[src/rtl/xbar_out_port.sv]
// xbar_out_port: per-output wormhole lock with a single registered output stage
module xbar_out_port #(
  parameter int IN_N = 5,
  parameter int FLIT_W = 10,
  localparam int SW = $clog2(IN_N)
) (
  input  logic                   clk_i,
  input  logic                   rst_ni,
  input  logic [IN_N-1:0]        req_i,
  input  logic [IN_N*FLIT_W-1:0] data_i,
  input  logic [SW-1:0]          grant_i,
  output logic [IN_N-1:0]        arb_req_o,
  output logic [IN_N-1:0]        ready_o,
  output logic [FLIT_W-1:0]      data_o,
  output logic                   valid_o,
  input  logic                   ready_i,
  output logic                   locked_o,
  output logic [SW-1:0]          sel_o,
  output logic                   err_o
);
  localparam int NP = 1 << SW;
  typedef enum logic {IDLE, LOCKED} state_t;
  state_t state, state_n;
  logic [SW-1:0] sel, idx;
  logic [FLIT_W-1:0] flit_p [NP];
  logic [FLIT_W-1:0] cur;
  logic [NP-1:0] req_p, ready_p;
  logic [1:0] typ;
  logic slot_free, hit, pop, err_set;
  // Pad to a power of two so out-of-range grants simply see no request
  for (genvar k = 0; k < NP; k++) begin : g_in
    if (k < IN_N) begin : g_real
      assign flit_p[k] = data_i[k*FLIT_W +: FLIT_W];
      assign arb_req_o[k] = state == IDLE && req_i[k] && data_i[k*FLIT_W+FLIT_W-2];
    end else begin : g_pad
      assign flit_p[k] = '0;
    end
  end
  assign req_p = NP'(req_i);
  assign ready_o = ready_p[IN_N-1:0];
  assign locked_o = state == LOCKED;
  assign sel_o = sel;
  always_ff @(posedge clk_i or negedge rst_ni)
    if (!rst_ni) begin
      state <= IDLE;
      sel <= '0;
      data_o <= '0;
      valid_o <= 1'b0;
      err_o <= 1'b0;
    end else begin
      state <= state_n;
      if (state == IDLE && state_n == LOCKED) sel <= grant_i;
      if (pop) data_o <= cur;
      valid_o <= pop || (valid_o && !ready_i);
      err_o <= err_o || err_set;
    end
  always_comb begin
    state_n = state == IDLE ? (pop && typ == 2'b01 ? LOCKED : IDLE)
                            : (pop && typ != 2'b00 ? IDLE : LOCKED);
  end
  // A head seen while locked is still forwarded but aborts the lock
  always_comb begin
    slot_free = !valid_o || ready_i;
    idx = state == LOCKED ? sel : grant_i;
    cur = flit_p[idx];
    typ = cur[FLIT_W-1 -: 2];
    hit = req_p[idx];
    pop = hit && slot_free && (state == LOCKED || typ[0]);
    err_set = state == LOCKED ? pop && typ[0] : hit && !typ[0];
    ready_p = pop ? NP'(1) << idx : '0;
  end
endmodule

[config.mk]
export PLATFORM = sky130hd
export DESIGN_NAME = xbar_out_port
export DESIGN_NICKNAME = d
export VERILOG_FILES = /design/src/rtl/xbar_out_port.sv
export SDC_FILE = /design/constraint.sdc
export NUM_CORES = 1
export LEC_CHECK = 0
export CORE_ASPECT_RATIO = 1.5
export CORE_MARGIN = 4
export CORE_UTILIZATION = 30
export CTS_CLUSTER_SIZE = 14
export DETAILED_ROUTE_END_ITERATION = 16
export GPL_TIMING_DRIVEN = 0
export PLACE_DENSITY = 0.67
export SLEW_MARGIN = 30
export SYNTH_ARGS = -nofsm -noshare
export SYNTH_HDL_FRONTEND = slang
export SYNTH_SLANG_ARGS = --single-unit
[constraint.sdc]
create_clock -name clk_i -period 2.7 [get_ports clk_i]
set_input_delay 0.27 -clock clk_i [delete_from_list [all_inputs] [get_ports clk_i]]
set_output_delay 0.27 -clock clk_i [all_outputs]
set_load 0.01 [all_outputs]
==> results of run 1 <==
cell usage after synthesis (2+ instances only):
master | instances | share of area, %
a22o_1 | 3 | 1.8
a31oi_1 | 3 | 1.3
a32oi_1 | 2 | 1.2
and3_1 | 6 | 2.6
and4_1 | 2 | 1.2
buf_2 | 3 | 1.1
buf_4 | 2 | 1.1
buf_6 | 3 | 2.4
clkbuf_1 | 4 | 1.1
dfrtp_1 | 16 | 28
inv_1 | 3 | 0.79
mux2_2 | 18 | 14
mux2_4 | 4 | 4.2
mux2i_1 | 9 | 6.3
nand2_1 | 15 | 4.0
nand3_1 | 12 | 4.2
nor2_1 | 2 | 0.53
nor2b_1 | 2 | 0.88
nor3_1 | 4 | 1.4
nor3b_1 | 3 | 1.6
o21ai_0 | 19 | 6.7
timing repair:
item,4_1_cts,5_1_grt
setup endpoints to repair,5,7
gates resized for setup,19,15
buffers inserted,6,6
pin swaps,2,5
through the flow:
step | total power [mW] | setup slack, ns | hold slack (ns) | TNS, ns
after detailed placement | 2.10 | -0.570 | 0.463 | -2.61
after floorplan | 1.50 | 0.376 | -0.0256 | 0
final | 2.55 | -0.00253 | 0.445 | -0.00253
after global placement | 2.08 | -0.581 | 0.455 | -2.66
after global routing | 2.75 | -0.110 | 0.453 | -0.198
after CTS | 2.46 | 0.00816 | 0.404 | 0
critical path, stage by stage (launching register included):
cell	delay, ns
dfrtp_1	0.38
buf_2	0.18
nor3b_2	0.26
o21ai_0	0.17
and4_1	0.30
o21ai_4	0.18
o31ai_4	0.10
buf_6	0.14
buf_4	0.13
nor3b_1	0.17
buf_2	0.17
power breakdown:
part	internal, mW	switching [mW]
clock	0.129	0.0872
sequential	0.356	0.0673
combinational	1.04	0.875
cell type report:
cell class / instances / area, um^2 / area share, %
Buffer: 11 / 71.3 / 2.80
Clock buffer: 4 / 55.1 / 2.16
Inverter: 3 / 11.3 / 0.442
Multi-Input combinational cell: 121 / 996 / 39.1
Sequential cell: 16 / 400 / 15.7
Tap cell: 64 / 80.1 / 3.14
Timing Repair Buffer: 97 / 935 / 36.7
logic make-up (layout without fill, tap and decap cells):
| family | Yosys count | count (layout) |
|---|---|---|
| multiplexers | 33 | 33 |
| AND/OR/NAND/NOR | 51 | 51 |
| AO/OA/AOI/OAI | 37 | 37 |
| flip-flops | 16 | 16 |
| buffers and inverters | 15 | 115 |
state kept, by name (all words and copies together) (netlist names):
| name | flops |
|---|---|
| locked_o | 1 |
| data_o | 10 |
| valid_o | 1 |
| sel_o | 3 |
| err_o | 1 |
cell usage in the layout (no fill, tap or decap), types with 4 or more instances in the layout:
cell             instances
buf_4                   11
buf_2                    5
o21ai_0                 19
buf_6                    4
mux2i_1                  8
and3_1                   6
nand3_1                 12
clkbuf_8                 4
mux2_4                   4
mux2_2                  18
clkdlybuf4s50_1         79
clkbuf_1                 4
nand2_1                 15
dfrtp_1                 16
final timing paths:
path | from | end | slack, ns
max | sel_o[0] | ready_o[2] | -0.003
min | grant_i[0] | sel_o[0] | 0.44
max reg2reg | locked_o | data_o[1] | 0.15
min reg2reg | err_o | err_o | 0.48
max in group asynchronous | rst_ni | sel_o[1] | 1.76
min in group asynchronous | rst_ni | valid_o | 0.46
metal layers:
metal | GRT usage [%] | up-vias | wire [um]
met3 | 4.73 | 4 | 387
met1 | 16.7 | 737 | 1810
li1 | - | 772 | -
met4 | 4.06 | 0 | 68
met5 | 0 | - | 0
met2 | 29.4 | 64 | 2480
==> metrics.txt, run 1 <==
status=finished, violations left; failing checks=negative setup slack; main combinational cell family by area after synthesis=multiplexers; FF-to-FF path depth=11; share of cells above drive strength 1=25.8%; Synth Area in Simple Gates=18.9%; # setup viols final=1; syn avg cell area=9.37 um^2; RSZ-0062 raised after global routing=true; Post-DRT Antenna Nets=0; peak supply drop=0.340 mV; antenna violations before repair=0; Worst Tran Pin Value=0.758 ns; post-synthesis mux area share=27.3%; syn_nets=213; adder-cell share of the synthesized area=0%; critical path class=register to output pin; Tmin final=2.70 ns; design area=0.00255 mm^2; mapped cell area=0.00142 mm^2; fillers=420; Critical Path Fanout Max=8; drt drc=0; chip width=64.3 um; total CTS buffers=3; Area Growth Syn to Fin=79.0%; total wire length=4750 um; Routed WL per cell=15.0 um; Worst setup SP type=register; Compound-Gate Fraction of Synth Area=19.3%; starting density of the core=31.3%; number of iterations in the first detailed-routing pass=4; Remaining Overflow, GRT=0; worst endpoint required time=2.43 ns; total die area=0.00594 mm^2; Initial DRC Count=49; Synth Warn #=0; CTS tree=done; core region area=0.00454 mm^2; power per cell area=1000 mW/mm^2; post-DP HPWL=3660 um; CP Capture Type=output pin; largest net degree at the start of global routing=17; CTS max path bufs=2; worst skew pair latency=0.25 ns; Layout Cells excl Fill=316; max_cap viols=0; slack of the critical path=-0.00253 ns; Clock Pin Slew Worst Setup and Hold Paths=0.06 ns; ant diodes=0; H-tree level count=1; final net count=314; Top-Level Pins=87; period utilization=100%; Placed Area=0.00235 mm^2; Rows=30; Worst EP arrival=2.43 ns; Post-CTS Hold Fix Bufs=0; aggregate global-route resource usage=15.7%; sequential area share after synthesis=28.1%; Max-Slew Margin vs Limit=49.3%; Root Buffer=clkbuf_8; count of pins over their slew limit=0; vias in the first global route=1597; Post-synth EDFFs=0; XOR/XNOR share of the synthesized area=0%; post-synthesis register bit count=16; LEAKAGE=1.08 nW; clock sink count=16; GPL Wtd Cong=0.889; Hold Path Class=input port to register; Synth cell types=38; Inst Count DP=301; via density per instance=4.99; via count=1577; global-route wire length before repair=7410 um; Util after Layout=56.1%; Max Clock Skew=0.00786 ns; Port Buffers=85; Cells on Worst Hold Path=2; post-synthesis cell count=152; endpoints failing hold=0; ys async rst share=100%; Die H=92.4 um; f_max=370 MHz; prevailing post-synth register cell=dfrtp_1
Note: power is estimated with default switching activity, not from simulation.
==> run 2: changes to the inputs <==
- CORE_UTILIZATION: 30 -> 37
- PLACE_DENSITY: 0.67 -> 0.8
- SLEW_MARGIN: 30 -> unset
==> run 2 against run 1 <==
The run now ends clean. Register-to-register slack lost 0.09 ns. Sequential power grew 0.9%. Clock power shrank 19%. Critical path depth grew 1. First-iteration DRC count shrank 16%. Die area shrank 17%. Count of clock-buffer cells in the layout shrank 1. Worst hold slack gained 0.015 ns. Combinational power grew 7%. Critical endpoint is now ready_o[3]. Worst setup slack gained 0.014 ns.
==> metrics.txt, run 2 (same netlist as run 1, synthesis figures left out) <==
antenna violations before repair=0; via density per instance=5.39; FF-to-FF path depth=12; CP Capture Type=output pin; Top-Level Pins=87; Remaining Overflow, GRT=0; starting density of the core=38.7%; max_cap viols=0; Initial DRC Count=41; Tmin final=2.69 ns; Port Buffers=85; largest reg by FF count=data_o; crit-path most repeated cell=buf_6; Post-DRT Antenna Nets=0; commonest non-fill, non-tap cell in the layout=clkdlybuf4s50_1; total die area=0.00493 mm^2; post-DP HPWL=3500 um; Setup TNS=0 ns; core region area=0.00368 mm^2; Max-Slew Margin vs Limit=50.9%; via count=1621; met3 usage=2.48%; GPL Wtd Cong=0.805; Area Growth Syn to Fin=82.0%; Util after Layout=70.4%; status=complete, no violations; H-tree level count=1; final net count=321; clock sink count=16; worst r2r dst=data_o[2]; Root Buffer=clkbuf_8; RSZ-0062 raised after global routing=true; Hold Path Class=input port to asynchronous set/reset pin; CP Cell Sequence=buf_6 > nor3b_4 > or2_1 > buf_6 > o2bb2ai_4 > o21a_4 > o31ai_4 > buf_6 > buf_6 > nor3_1 > buf_2; Die H=84.0 um; busiest grt layer=met2; Worst Tran Pin Value=0.734 ns; max incr delay on CP=0.42 ns; ant diodes=0; Rows=27; routing usage on met1=20.0%; CTS tree=done; Slowest-stage cell, CP=dfrtp_1; worst endpoint required time=2.43 ns; total wire length=4750 um; chip width=58.7 um; power per cell area=1020 mW/mm^2; # setup viols final=0; total CTS buffers=3; most frequent cells in the layout=clkdlybuf4s50_1 (79), o21ai_0 (19), mux2_2 (18), dfrtp_1 (16); share of cells above drive strength 1=28.3%; Critical Path Fanout Max=6; number of iterations in the first detailed-routing pass=4; global-route wire length before repair=7510 um; endpoints failing hold=0; worst skew pair latency=0.24 ns; period utilization=99.6%; worst r2r src=locked_o; critical path class=register to output pin; Worst EP arrival=2.42 ns; met2 usage=36.8%; count of pins over their slew limit=0; aggregate global-route resource usage=18.9%; max reg flops=10; Place WS=-0.571 ns; largest net degree at the start of global routing=17; Worst setup SP type=register; LEAKAGE=1.11 nW; peak supply drop=0.601 mV; f_max=372 MHz; r2r setup slk=0.06 ns; vias in the first global route=1666; CTS max path bufs=2; drt drc=0; Routed WL per cell=15.8 um; Clock Pin Slew Worst Setup and Hold Paths=0.06 ns; slack of the critical path=0.0113 ns; Max Clock Skew=0.00555 ns
-- run 2: cell count changes in the layout (fill, tap and decap cells not counted), sizes merged --
cell,delta
buf,+8
clkbuf,-2
-- run 2: area by class of cell --
type                    instances  area [um^2]
repair buffers                103          972
clock buffers                   3         41.3
well taps                      43         53.8
fillers                       273         1090
multi-input cells             121         1030
inverters                       3         11.3
flip-flops and latches         16          400
plain buffers                  12         82.6
-- run 2: where the power goes --
group	total, mW	switching [mW]	leakage [nW]	internal (mW)
Combinational	2.04	0.928	0.899	1.11
Sequential	0.427	0.0709	0.192	0.356
Clock	0.175	0.0762	0.0216	0.0987
Total	2.64	1.08	1.11	1.57
-- run 2: worst max path at each step --
| stage | to | cells after the start | start | slack [ns] |
|---|---|---|---|---|
| 2_1_floorplan | data_o[0] | 9 | locked_o | 0.38 |
| 3_3_place_gp | ready_o[1] | 9 | grant_i[0] | -0.53 |
| 3_5_place_dp | ready_o[1] | 9 | grant_i[0] | -0.57 |
| 4_1_cts | ready_o[3] | 11 | locked_o | 0.002 |
| 5_1_grt | ready_o[0] | 11 | locked_o | -0.09 |
| 6_report | ready_o[3] | 11 | locked_o | 0.01 |
-- run 2: timing repair --
item | CTS | global route
hold buffers | 0 | 0
gates cloned | 0 | 1
setup endpoints to repair | 5 | 6
setup buffers | 8 | 9
pin swaps | 2 | 6
gates resized for setup | 21 | 18
-- run 2: layer usage --
| metal | up-vias | part of all wire (%) |
|---|---|---|
| met4 | 0 | 1.3 |
| met5 | - | 0 |
| met2 | 66 | 55 |
| met1 | 767 | 37 |
| li1 | 782 | - |
| met3 | 6 | 6.8 |
-- run 2: metrics by stage --
step                      power [mW]  cells  instance area (um^2)  hold WS, ns
final                           2.64    301                  2590        0.460
after global routing            2.83    301                  2590        0.472
after CTS                       2.42    291                  2460        0.398
after detailed placement        2.09    280                  2330        0.462
after global placement          2.07    280                  2330        0.463
after floorplan                 1.50    152                  1420      -0.0256
-- run 2: worst max-delay path: cells and delay by family, from the launching register on --
| kind | cells | cell delay (ns) |
|---|---|---|
| flops | 1 | 0.42 |
| simple gates | 3 | 0.42 |
| buf+inv | 5 | 0.71 |
| compound gates | 3 | 0.61 |
